--- src/rtl/static_init_sequencer_if.sv ---
// Config/start, status and dual-requester read bus of the static init sequencer.
// The master side drives start/config and read requests; the slave side is the sequencer.
interface static_init_sequencer_if #(
    parameter int unsigned WIDTH = 8,
    parameter int unsigned DEPTH = 8
);
    localparam int unsigned IDXW = $clog2(DEPTH);

    logic             start;
    logic [WIDTH-1:0] seed;
    logic [WIDTH-1:0] step;
    logic             busy;
    logic             done;
    logic [WIDTH-1:0] sum_out;

    logic             req_a;
    logic [IDXW-1:0]  idx_a;
    logic             req_b;
    logic [IDXW-1:0]  idx_b;
    logic             gnt_a;
    logic             gnt_b;
    logic             rsp_valid;
    logic             rsp_src;
    logic [WIDTH-1:0] rsp_data;

    modport master (
        output start, seed, step, req_a, idx_a, req_b, idx_b,
        input  busy, done, sum_out, gnt_a, gnt_b, rsp_valid, rsp_src, rsp_data
    );

    modport slave (
        input  start, seed, step, req_a, idx_a, req_b, idx_b,
        output busy, done, sum_out, gnt_a, gnt_b, rsp_valid, rsp_src, rsp_data
    );
endinterface

--- src/rtl/static_init_sequencer.sv ---
// Fills a register bank with seed + i*step (one entry per cycle), sums it, then serves
// read-only accesses to two requesters through a round-robin arbiter.
module static_init_sequencer #(
    parameter int unsigned WIDTH = 8,
    parameter int unsigned DEPTH = 8
) (
    input logic                      clk,
    input logic                      rst,
    static_init_sequencer_if.slave   bus
);
    localparam int unsigned IDXW = $clog2(DEPTH);
    localparam logic [IDXW-1:0] LastIdx = IDXW'(DEPTH - 1);

    typedef enum logic [1:0] {StIdle, StInit, StSum, StReady} state_e;

    state_e           state_q, state_d;
    logic [IDXW-1:0]  idx_q, idx_d;
    logic [WIDTH-1:0] seed_q, seed_d;
    logic [WIDTH-1:0] step_q, step_d;
    logic [WIDTH-1:0] prev_q, prev_d;
    logic [WIDTH-1:0] acc_q, acc_d;
    logic [WIDTH-1:0] sum_q, sum_d;
    logic [WIDTH-1:0] mem_q [DEPTH];
    logic [WIDTH-1:0] mem_d [DEPTH];
    logic             ptr_q, ptr_d;  // 0: A has priority on contention, 1: B
    logic             rsp_valid_q, rsp_valid_d;
    logic             rsp_src_q, rsp_src_d;
    logic [WIDTH-1:0] rsp_data_q, rsp_data_d;

    logic             arb_en;
    logic             gnt_a, gnt_b;
    logic [WIDTH-1:0] init_val;
    logic [WIDTH-1:0] acc_next;

    // Arbitration only in READY; start or reset in the same cycle suppresses grants.
    always_comb begin
        arb_en = (state_q == StReady) && !bus.start && !rst;
        gnt_a  = arb_en && bus.req_a && (!bus.req_b || !ptr_q);
        gnt_b  = arb_en && bus.req_b && (!bus.req_a || ptr_q);
    end

    always_comb begin
        state_d     = state_q;
        idx_d       = idx_q;
        seed_d      = seed_q;
        step_d      = step_q;
        prev_d      = prev_q;
        acc_d       = acc_q;
        sum_d       = sum_q;
        mem_d       = mem_q;
        ptr_d       = ptr_q;
        rsp_valid_d = 1'b0;
        rsp_src_d   = rsp_src_q;
        rsp_data_d  = rsp_data_q;
        init_val    = '0;
        acc_next    = '0;

        unique case (state_q)
            StIdle, StReady: begin
                if (bus.start) begin
                    seed_d  = bus.seed;
                    step_d  = bus.step;
                    idx_d   = '0;
                    state_d = StInit;
                end
            end
            StInit: begin
                init_val      = (idx_q == '0) ? seed_q : prev_q + step_q;
                mem_d[idx_q]  = init_val;
                prev_d        = init_val;
                if (idx_q == LastIdx) begin
                    idx_d   = '0;
                    acc_d   = '0;
                    state_d = StSum;
                end else begin
                    idx_d = idx_q + IDXW'(1);
                end
            end
            StSum: begin
                acc_next = acc_q + mem_q[idx_q];
                acc_d    = acc_next;
                if (idx_q == LastIdx) begin
                    sum_d   = acc_next;
                    idx_d   = '0;
                    state_d = StReady;
                end else begin
                    idx_d = idx_q + IDXW'(1);
                end
            end
            default: state_d = StIdle;
        endcase

        // Bank is static in READY, so the granted entry can be captured directly.
        if (gnt_a) begin
            rsp_valid_d = 1'b1;
            rsp_src_d   = 1'b0;
            rsp_data_d  = mem_q[bus.idx_a];
            ptr_d       = 1'b1;
        end else if (gnt_b) begin
            rsp_valid_d = 1'b1;
            rsp_src_d   = 1'b1;
            rsp_data_d  = mem_q[bus.idx_b];
            ptr_d       = 1'b0;
        end
    end

    always_ff @(posedge clk) begin
        if (rst) begin
            state_q     <= StIdle;
            idx_q       <= '0;
            seed_q      <= '0;
            step_q      <= '0;
            prev_q      <= '0;
            acc_q       <= '0;
            sum_q       <= '0;
            ptr_q       <= 1'b0;
            rsp_valid_q <= 1'b0;
            rsp_src_q   <= 1'b0;
            rsp_data_q  <= '0;
            for (int unsigned i = 0; i < DEPTH; i++) begin
                mem_q[i] <= '0;
            end
        end else begin
            state_q     <= state_d;
            idx_q       <= idx_d;
            seed_q      <= seed_d;
            step_q      <= step_d;
            prev_q      <= prev_d;
            acc_q       <= acc_d;
            sum_q       <= sum_d;
            ptr_q       <= ptr_d;
            rsp_valid_q <= rsp_valid_d;
            rsp_src_q   <= rsp_src_d;
            rsp_data_q  <= rsp_data_d;
            for (int unsigned i = 0; i < DEPTH; i++) begin
                mem_q[i] <= mem_d[i];
            end
        end
    end

    assign bus.busy      = (state_q == StInit) || (state_q == StSum);
    assign bus.done      = (state_q == StReady);
    assign bus.sum_out   = sum_q;
    assign bus.gnt_a     = gnt_a;
    assign bus.gnt_b     = gnt_b;
    assign bus.rsp_valid = rsp_valid_q;
    assign bus.rsp_src   = rsp_src_q;
    assign bus.rsp_data  = rsp_data_q;
endmodule

--- src/flat_wrapper.sv ---
// flat-port wrapper written by rule: the top's interface ports become plain ports
module static_init_sequencer_flat 
#(
    parameter int unsigned WIDTH = 8,
    parameter int unsigned DEPTH = 8
)
  (clk, rst, bus_start, bus_seed, bus_step, bus_req_a, bus_idx_a, bus_req_b, bus_idx_b, bus_busy, bus_done, bus_sum_out, bus_gnt_a, bus_gnt_b, bus_rsp_valid, bus_rsp_src, bus_rsp_data);
  static_init_sequencer_if #(.WIDTH(WIDTH), .DEPTH(DEPTH)) bus_i ();
  input logic clk;
  input logic rst;
  input wire logic [$bits(bus_i.start)-1:0] bus_start;
  input wire logic [$bits(bus_i.seed)-1:0] bus_seed;
  input wire logic [$bits(bus_i.step)-1:0] bus_step;
  input wire logic [$bits(bus_i.req_a)-1:0] bus_req_a;
  input wire logic [$bits(bus_i.idx_a)-1:0] bus_idx_a;
  input wire logic [$bits(bus_i.req_b)-1:0] bus_req_b;
  input wire logic [$bits(bus_i.idx_b)-1:0] bus_idx_b;
  output wire logic [$bits(bus_i.busy)-1:0] bus_busy;
  output wire logic [$bits(bus_i.done)-1:0] bus_done;
  output wire logic [$bits(bus_i.sum_out)-1:0] bus_sum_out;
  output wire logic [$bits(bus_i.gnt_a)-1:0] bus_gnt_a;
  output wire logic [$bits(bus_i.gnt_b)-1:0] bus_gnt_b;
  output wire logic [$bits(bus_i.rsp_valid)-1:0] bus_rsp_valid;
  output wire logic [$bits(bus_i.rsp_src)-1:0] bus_rsp_src;
  output wire logic [$bits(bus_i.rsp_data)-1:0] bus_rsp_data;
  assign bus_i.start = bus_start;
  assign bus_i.seed = bus_seed;
  assign bus_i.step = bus_step;
  assign bus_i.req_a = bus_req_a;
  assign bus_i.idx_a = bus_idx_a;
  assign bus_i.req_b = bus_req_b;
  assign bus_i.idx_b = bus_idx_b;
  assign bus_busy = bus_i.busy;
  assign bus_done = bus_i.done;
  assign bus_sum_out = bus_i.sum_out;
  assign bus_gnt_a = bus_i.gnt_a;
  assign bus_gnt_b = bus_i.gnt_b;
  assign bus_rsp_valid = bus_i.rsp_valid;
  assign bus_rsp_src = bus_i.rsp_src;
  assign bus_rsp_data = bus_i.rsp_data;
  static_init_sequencer #(.WIDTH(WIDTH), .DEPTH(DEPTH)) u_core (.clk(clk), .rst(rst), .bus(bus_i));
endmodule
--- config.mk ---
export PLATFORM = sky130hd
export DESIGN_NAME = static_init_sequencer_flat
export DESIGN_NICKNAME = d
export VERILOG_FILES = /design/src/rtl/static_init_sequencer_if.sv /design/src/rtl/static_init_sequencer.sv /design/src/flat_wrapper.sv
export SDC_FILE = /design/constraint.sdc
export NUM_CORES = 1
export LEC_CHECK = 0
export BUFFER_PORTS_ARGS = -buffer_cell sky130_fd_sc_hd__buf_2
export CORE_MARGIN = 2
export CORE_UTILIZATION = 36
export CTS_CLUSTER_DIAMETER = 80
export DETAILED_ROUTE_END_ITERATION = 6
export PLACE_DENSITY_LB_ADDON = 0.1
export SYNTH_ARGS = -nofsm -noshare
export SYNTH_HDL_FRONTEND = slang
export SYNTH_SLANG_ARGS = --single-unit
export TNS_END_PERCENT = 1
--- constraint.sdc ---
create_clock -name clk -period 6.1 [get_ports clk]
set_input_delay 0.305 -clock clk [delete_from_list [all_inputs] [get_ports clk]]
set_output_delay 0.305 -clock clk [all_outputs]
set_load 0.1 [all_outputs]
# Yosys cells after proc, flatten, opt, wreduce, memory -nomap -nowiden
# Cells that the tools add are included.
# classes
n_reduce_logical	26
magnitude_cmp	4
n_mul	0
n_shift	0
n_addsub	3
eq_ne	7
n_mux	28
bitwise	3
div	0
# op_table
op	count
two-way mux 8 bit	11
binary-select mux 8 bit (select 3 bit)	3
bitwise mux 64 bit	1
demux 8 bit (select 3 bit)	1
adder 8 bit	2
case mux 8 bit (2 select lines)	1
greater-or-equal comparator 4 bit (second input constant)	3
inverter 3 -> 4 bit	3
logical AND 1 bit	7
two-way mux 2 bit	3
two-way mux 3 bit	2
case mux 2 bit (3 select lines)	1
case mux 3 bit (2 select lines)	1
AND reduction 2 bit	3
OR reduction 2 bit	3
zero test 1 bit	5
== test 2 bit (second input constant)	2
< comparator 4 x 1 -> 1 bit (second input constant)	1
two-way mux 1 bit	4
inequality test 2 x 1 -> 1 bit (second input constant)	2
nonzero test 2 bit	2
adder 3 x 1 -> 3 bit (second input constant)	1
== test 3 bit (second input constant)	1
zero test 3 bit	1
5 further kinds	7
# word_totals
n_memories	0
reg_bits	120
wordCells	90
inputBits	27
romBits	0
mem_bits_rw	0
out_inout_bits	22
latch_bits	0

# Longest topological paths before layout
# logic_depth
depth_word	7
ltp_mapped	16
depth_no_buf	15

# Worst setup path before layout
# No wires, ideal clock.
# synth_path
path_kind	reg-to-reg
from	register u_core.idx_q[1]
to	register u_core.sum_q[6] (netlist: u_core.bus.sum_out[6])
t_arrival_ps	2691
period_less_slack_ps	2756
required_time_ps	6034
setup_slack_ps	3344
n_path_buf	2
setup_ps	66
stages_incl_launch_ff	16
path_cell_list	dfxtp_1 > buf_4 > buf_2 > mux2i_1 > o211ai_1 > o21ai_0 > o21ai_0 > ha_1 > inv_1 > fa_1 > nor2b_1 > o21ai_1 > a21boi_1 > o21a_1 > or4_1 > nand3_1
# synth_via
elab_chain_len	5
word_cells_on_any_way	7
cone_classes	add/sub: 1; eq/ne: 1; mux: 3; bitwise: 1; reduce/logical: 1
# synth_rtl
element	line	rtl
start: declaration	static_init_sequencer.sv:17	logic [IDXW-1:0] idx_q, idx_d;
start signal: assignment	static_init_sequencer.sv:125	idx_q <= idx_d;
inverter 3 -> 4 bit (not written as such)	static_init_sequencer.sv:80	acc_next = acc_q + mem_q[idx_q];
binary-select mux 8 bit (select 3 bit)	static_init_sequencer.sv:80	
two-way mux 8 bit (not written as such) (2 in a row)	static_init_sequencer.sv:80	
adder 8 bit	static_init_sequencer.sv:80	
end signal: assignment	static_init_sequencer.sv:130	sum_q <= sum_d;
end: declaration	static_init_sequencer.sv:22	logic [WIDTH-1:0] sum_q, sum_d;
# Several ways; a longest one is shown, not always the timed one. The select of a mux whose other input is x is not followed.
# A chain may end at the register's enable or synchronous reset.

# Final worst setup path
# layout_path
from	register u_core.idx_q[1]
to	register u_core.acc_q[7]
# layout_via
elab_chain_len	6
word_cells_on_any_way	9
cone_classes	add/sub: 1; eq/ne: 2; mux: 4; bitwise: 1; reduce/logical: 1
# layout_rtl
element	line	rtl
inverter 3 -> 4 bit (not written as such)	static_init_sequencer.sv:80	
binary-select mux 8 bit (select 3 bit)	static_init_sequencer.sv:80	
two-way mux 8 bit (not written as such) (2 in a row)	static_init_sequencer.sv:80	
adder 8 bit	static_init_sequencer.sv:80	
case mux 8 bit (2 select lines)	static_init_sequencer.sv:58	unique case (state_q)
end signal: assignment	static_init_sequencer.sv:114	acc_q <= '0;
end signal: assignment	static_init_sequencer.sv:129	acc_q <= acc_d;
end: declaration	static_init_sequencer.sv:21	logic [WIDTH-1:0] acc_q, acc_d;
# Several ways; a longest one is shown, not always the timed one. The select of a mux whose other input is x is not followed.

==> results.sh <==
export IMPL_synth_cells=751
export IMPL_p_switching_mw=1.10
export IMPL_drt_iter0_drc=549
export IMPL_max_freq_ghz=0.288
export IMPL_drt_vias_per_instance=5.66
export IMPL_ys_warn_count=0
export IMPL_max_cap_violations=0
export IMPL_cts_resized=0
export IMPL_antenna_left=0
export IMPL_grt_pass1_wl_um=31500
export IMPL_port_buffers=48
export IMPL_cts_tree="yes"
export IMPL_crit_path_end_kind="flip-flop"
export IMPL_pre_cts_ws_ns=2.65
export IMPL_dp_final_hpwl_um=13500
export IMPL_die_area_um2=19400
export IMPL_layout_drive_gt1_share_pct=16.7
export IMPL_cts_inserted_buffers=17
export IMPL_r2r_start="u_core.idx_q[1]$_SDFFE_PP0N_"
export IMPL_yosysTopAreaCell="dfxtp_1"
export IMPL_h_tree_depth=4
export IMPL_wl_per_cell_um=19.3
export IMPL_syn_nets=801
export IMPL_antenna_cells=0
export IMPL_reg2reg_to="u_core.acc_q[7]$_SDFFE_PP0P_"
export IMPL_syn_cell_area_um2=6610
export IMPL_fin_ws_ns=2.63
export IMPL_required_ns=6.37
export IMPL_synth_cell_types=61
export IMPL_start_util_pct=36.8
export IMPL_synth_ff_type="dfxtp_1"
export IMPL_routabilityCongestion=0.858
export IMPL_die_h_um=139
export IMPL_reg2reg_depth=12
export IMPL_first_pass_iters=5
export IMPL_crit_path_max_fanout=21
export IMPL_worstPathArrival_ns=3.73
export IMPL_synth_avg_cell_area_um2=8.80
export IMPL_ys_top_cells_by_area="dfxtp_1, mux4_2, nor2_1"
export IMPL_instances_no_fill=1015
export IMPL_pwr_share_clk_pct=35.2
export IMPL_clock_skew_final_ns=0.00778
export IMPL_holdCritStartpoint="bus_seed[4]"
export IMPL_seqPwrFrac_pct=32.2
export IMPL_rsz0062_at_grt="false"
export IMPL_p_per_area_nw_per_um2=391
export IMPL_hold_path_depth=3
export IMPL_power_leakage_nw=2.82
export IMPL_grt_usage_pct=20.7
export IMPL_hold_violations=0
export IMPL_setup_viol=0
export IMPL_placed_cell_area_um2=6920
export IMPL_cts_clk_slew_worst_paths_ns=0.06
export IMPL_yosys_area_top_type_share_pct=36.4
export IMPL_fin_total_pwr_mw=2.95
export IMPL_drv_slew=0
export IMPL_fin_crit_ns=3.47
export IMPL_swShare_pct=37.4
export IMPL_async_reset_ff_share_pct=0
export IMPL_drc=0
export IMPL_grt_pass1_vias=5561
export IMPL_io_pins=49
export IMPL_cts_hold_buf=0
export IMPL_dp_cells=983
export IMPL_timing_critical_path_from="u_core.idx_q[1]$_SDFFE_PP0N_"
export IMPL_synth_edff_count=0
export IMPL_rows=49
export IMPL_p_int_mw=1.84
export IMPL_tightestPinTransition_ns=1.16
export IMPL_vias=5741
export IMPL_root_buffer="clkbuf_16"
export IMPL_seq_area_frac_synth_pct=36.4
export IMPL_fillers=1794
export IMPL_status="finished clean"
export IMPL_antenna_found_initial=0
export IMPL_clock_latency_ns=0.42
export IMPL_finish_instance_area_um2=7530
export IMPL_ir_drop_v=0.000327
export IMPL_hp_class="input pin to flip-flop"
export IMPL_fin_hold_ws_ns=0.119
export IMPL_setup_tns_ns=0
export IMPL_cts_sinks=120
export IMPL_area_growth_pct=14.0
export IMPL_nets=823
export IMPL_maxSlewHeadroom_pct=22.6
export IMPL_period_share_pct=56.8
export IMPL_yosys_register_bits=120
export IMPL_wirelength_um=19600
export IMPL_r2r_slack_ns=2.63
export IMPL_grt_max_degree=92
export IMPL_path_class="flip-flop to flip-flop"
export IMPL_final_util_pct=41.9
export IMPL_startpoint_type="flip-flop"
export IMPL_cts_buffer_depth=2
export IMPL_core_area_um2=18000
export IMPL_grt_overflow=0
export IMPL_die_w_um=139
export IMPL_combPwrFrac_pct=32.6
export IMPL_hold_end="u_core.seed_q[4]$_SDFFE_PP0P_"
export IMPL_post_cts_buffers=0
## logic make-up (layout without fill, tap and decap cells)
family	after synthesis	after routing	share of synthesized area (%)
simple gates	264	264	17.3
compound gates	199	199	18.8
flops	120	120	36.4
buf+inv	69	104	4.75
mux	68	68	16.8
fa+ha+maj	23	23	4.58
xor+xnor	8	8	1.38
## worst max-delay path: stages (launching register included)
cell,delay [ns]
dfxtp_1,0.35
buf_4,0.35
inv_2,0.19
nor2_1,0.34
a21oi_1,0.16
o21ai_0,0.40
ha_1,0.36
nand3_1,0.09
o21ai_0,0.11
o41ai_1,0.43
xnor3_1,0.31
a22oi_1,0.16
nor2_1,0.06
## cell usage after synthesis, types with 21 or more instances
cell / n
ha_1: 21
a211oi_1: 31
dfxtp_1: 120
mux4_2: 34
o21ai_0: 42
nand3_1: 25
nor2_1: 104
nand2_1: 88
mux2i_1: 33
clkbuf_1: 21
a21oi_1: 68
## how the worst max path moves through the flow
stage / to / slack [ns]
after global routing: u_core.acc_q[6]$_SDFFE_PP0P_ / 2.38
after floorplan: u_core.bus.sum_out[6]$_SDFFE_PP0P_ / 3.34
after global placement: u_core.acc_q[7]$_SDFFE_PP0P_ / 2.70
after CTS: u_core.acc_q[7]$_SDFFE_PP0P_ / 2.64
after detailed placement: u_core.acc_q[7]$_SDFFE_PP0P_ / 2.65
final: u_core.acc_q[7]$_SDFFE_PP0P_ / 2.63
## registers in the layout, indices dropped and copies added (netlist names), 3 cells and up
name	count
u_core.step_q	8
u_core.idx_q	3
u_core.mem_q	64
u_core.acc_q	8
u_core.bus.sum_out	8
u_core.seed_q	8
u_core.prev_q	8
u_core.bus.rsp_data	8
## metal layers
layer  vias to the layer above  share of wire [%]  global-route usage (%)  routed length, µm
li1                       2760                  -                       -                  -
met1                      2742                 46                    29.1               9090
met2                       211                 46                    32.0               8960
met3                        28                6.5                    4.61               1280
met4                         0                1.3                    5.95                263
met5                         -                  0                       0                  0
## layout make-up
type	count	area (µm²)	area share, %
Clock buffer	24	492	6.53
Clock inverter	8	118	1.56
Inverter	20	75.1	0.997
Multi-Input combinational cell	562	3890	51.6
Sequential cell	120	2400	31.9
Tap cell	229	287	3.80
Timing Repair Buffer	52	270	3.59
## power groups by stage
stage / registers [mW] / clock network [mW] / logic, mW
final: 0.950 / 1.04 / 0.961
after global routing: 0.962 / 1.09 / 1.05
after CTS: 0.948 / 1.06 / 0.959
after detailed placement: 0.963 / 0 / 0.954
after global placement: 0.959 / 0 / 0.937
after floorplan: 0.953 / 0 / 0.701
## placed cells by master (no fill, tap or decap), types with 3 or more instances in the layout
| master | synthesis | final |
|---|---|---|
| a32o_1 | 4 | 4 |
| nor2b_1 | 12 | 12 |
| mux2i_1 | 33 | 33 |
| and2_1 | 4 | 4 |
| a21o_1 | 4 | 4 |
| mux4_2 | 34 | 34 |
| nor2_1 | 104 | 104 |
| nor3_1 | 11 | 11 |
| clkbuf_16 | 0 | 17 |
| o21ai_0 | 42 | 42 |
| nand2_1 | 88 | 88 |
| o21ai_1 | 7 | 7 |
| clkbuf_8 | 0 | 4 |
| clkbuf_1 | 21 | 3 |
| a21oi_1 | 68 | 68 |
| nand3_1 | 25 | 25 |
| inv_2 | 3 | 3 |
| dfxtp_1 | 120 | 120 |
| o41ai_1 | 6 | 6 |
| buf_2 | 17 | 48 |
| a211oi_1 | 31 | 31 |
| bufinv_16 | 0 | 3 |
| xor2_1 | 3 | 3 |
| a31oi_1 | 10 | 10 |
| xnor2_1 | 3 | 3 |
| buf_4 | 3 | 4 |
| a22oi_1 | 7 | 7 |
| nand2b_1 | 4 | 4 |
| clkinv_2 | 0 | 4 |
| inv_1 | 17 | 17 |
| ha_1 | 21 | 21 |
Power figures use the tool's default switching activity.
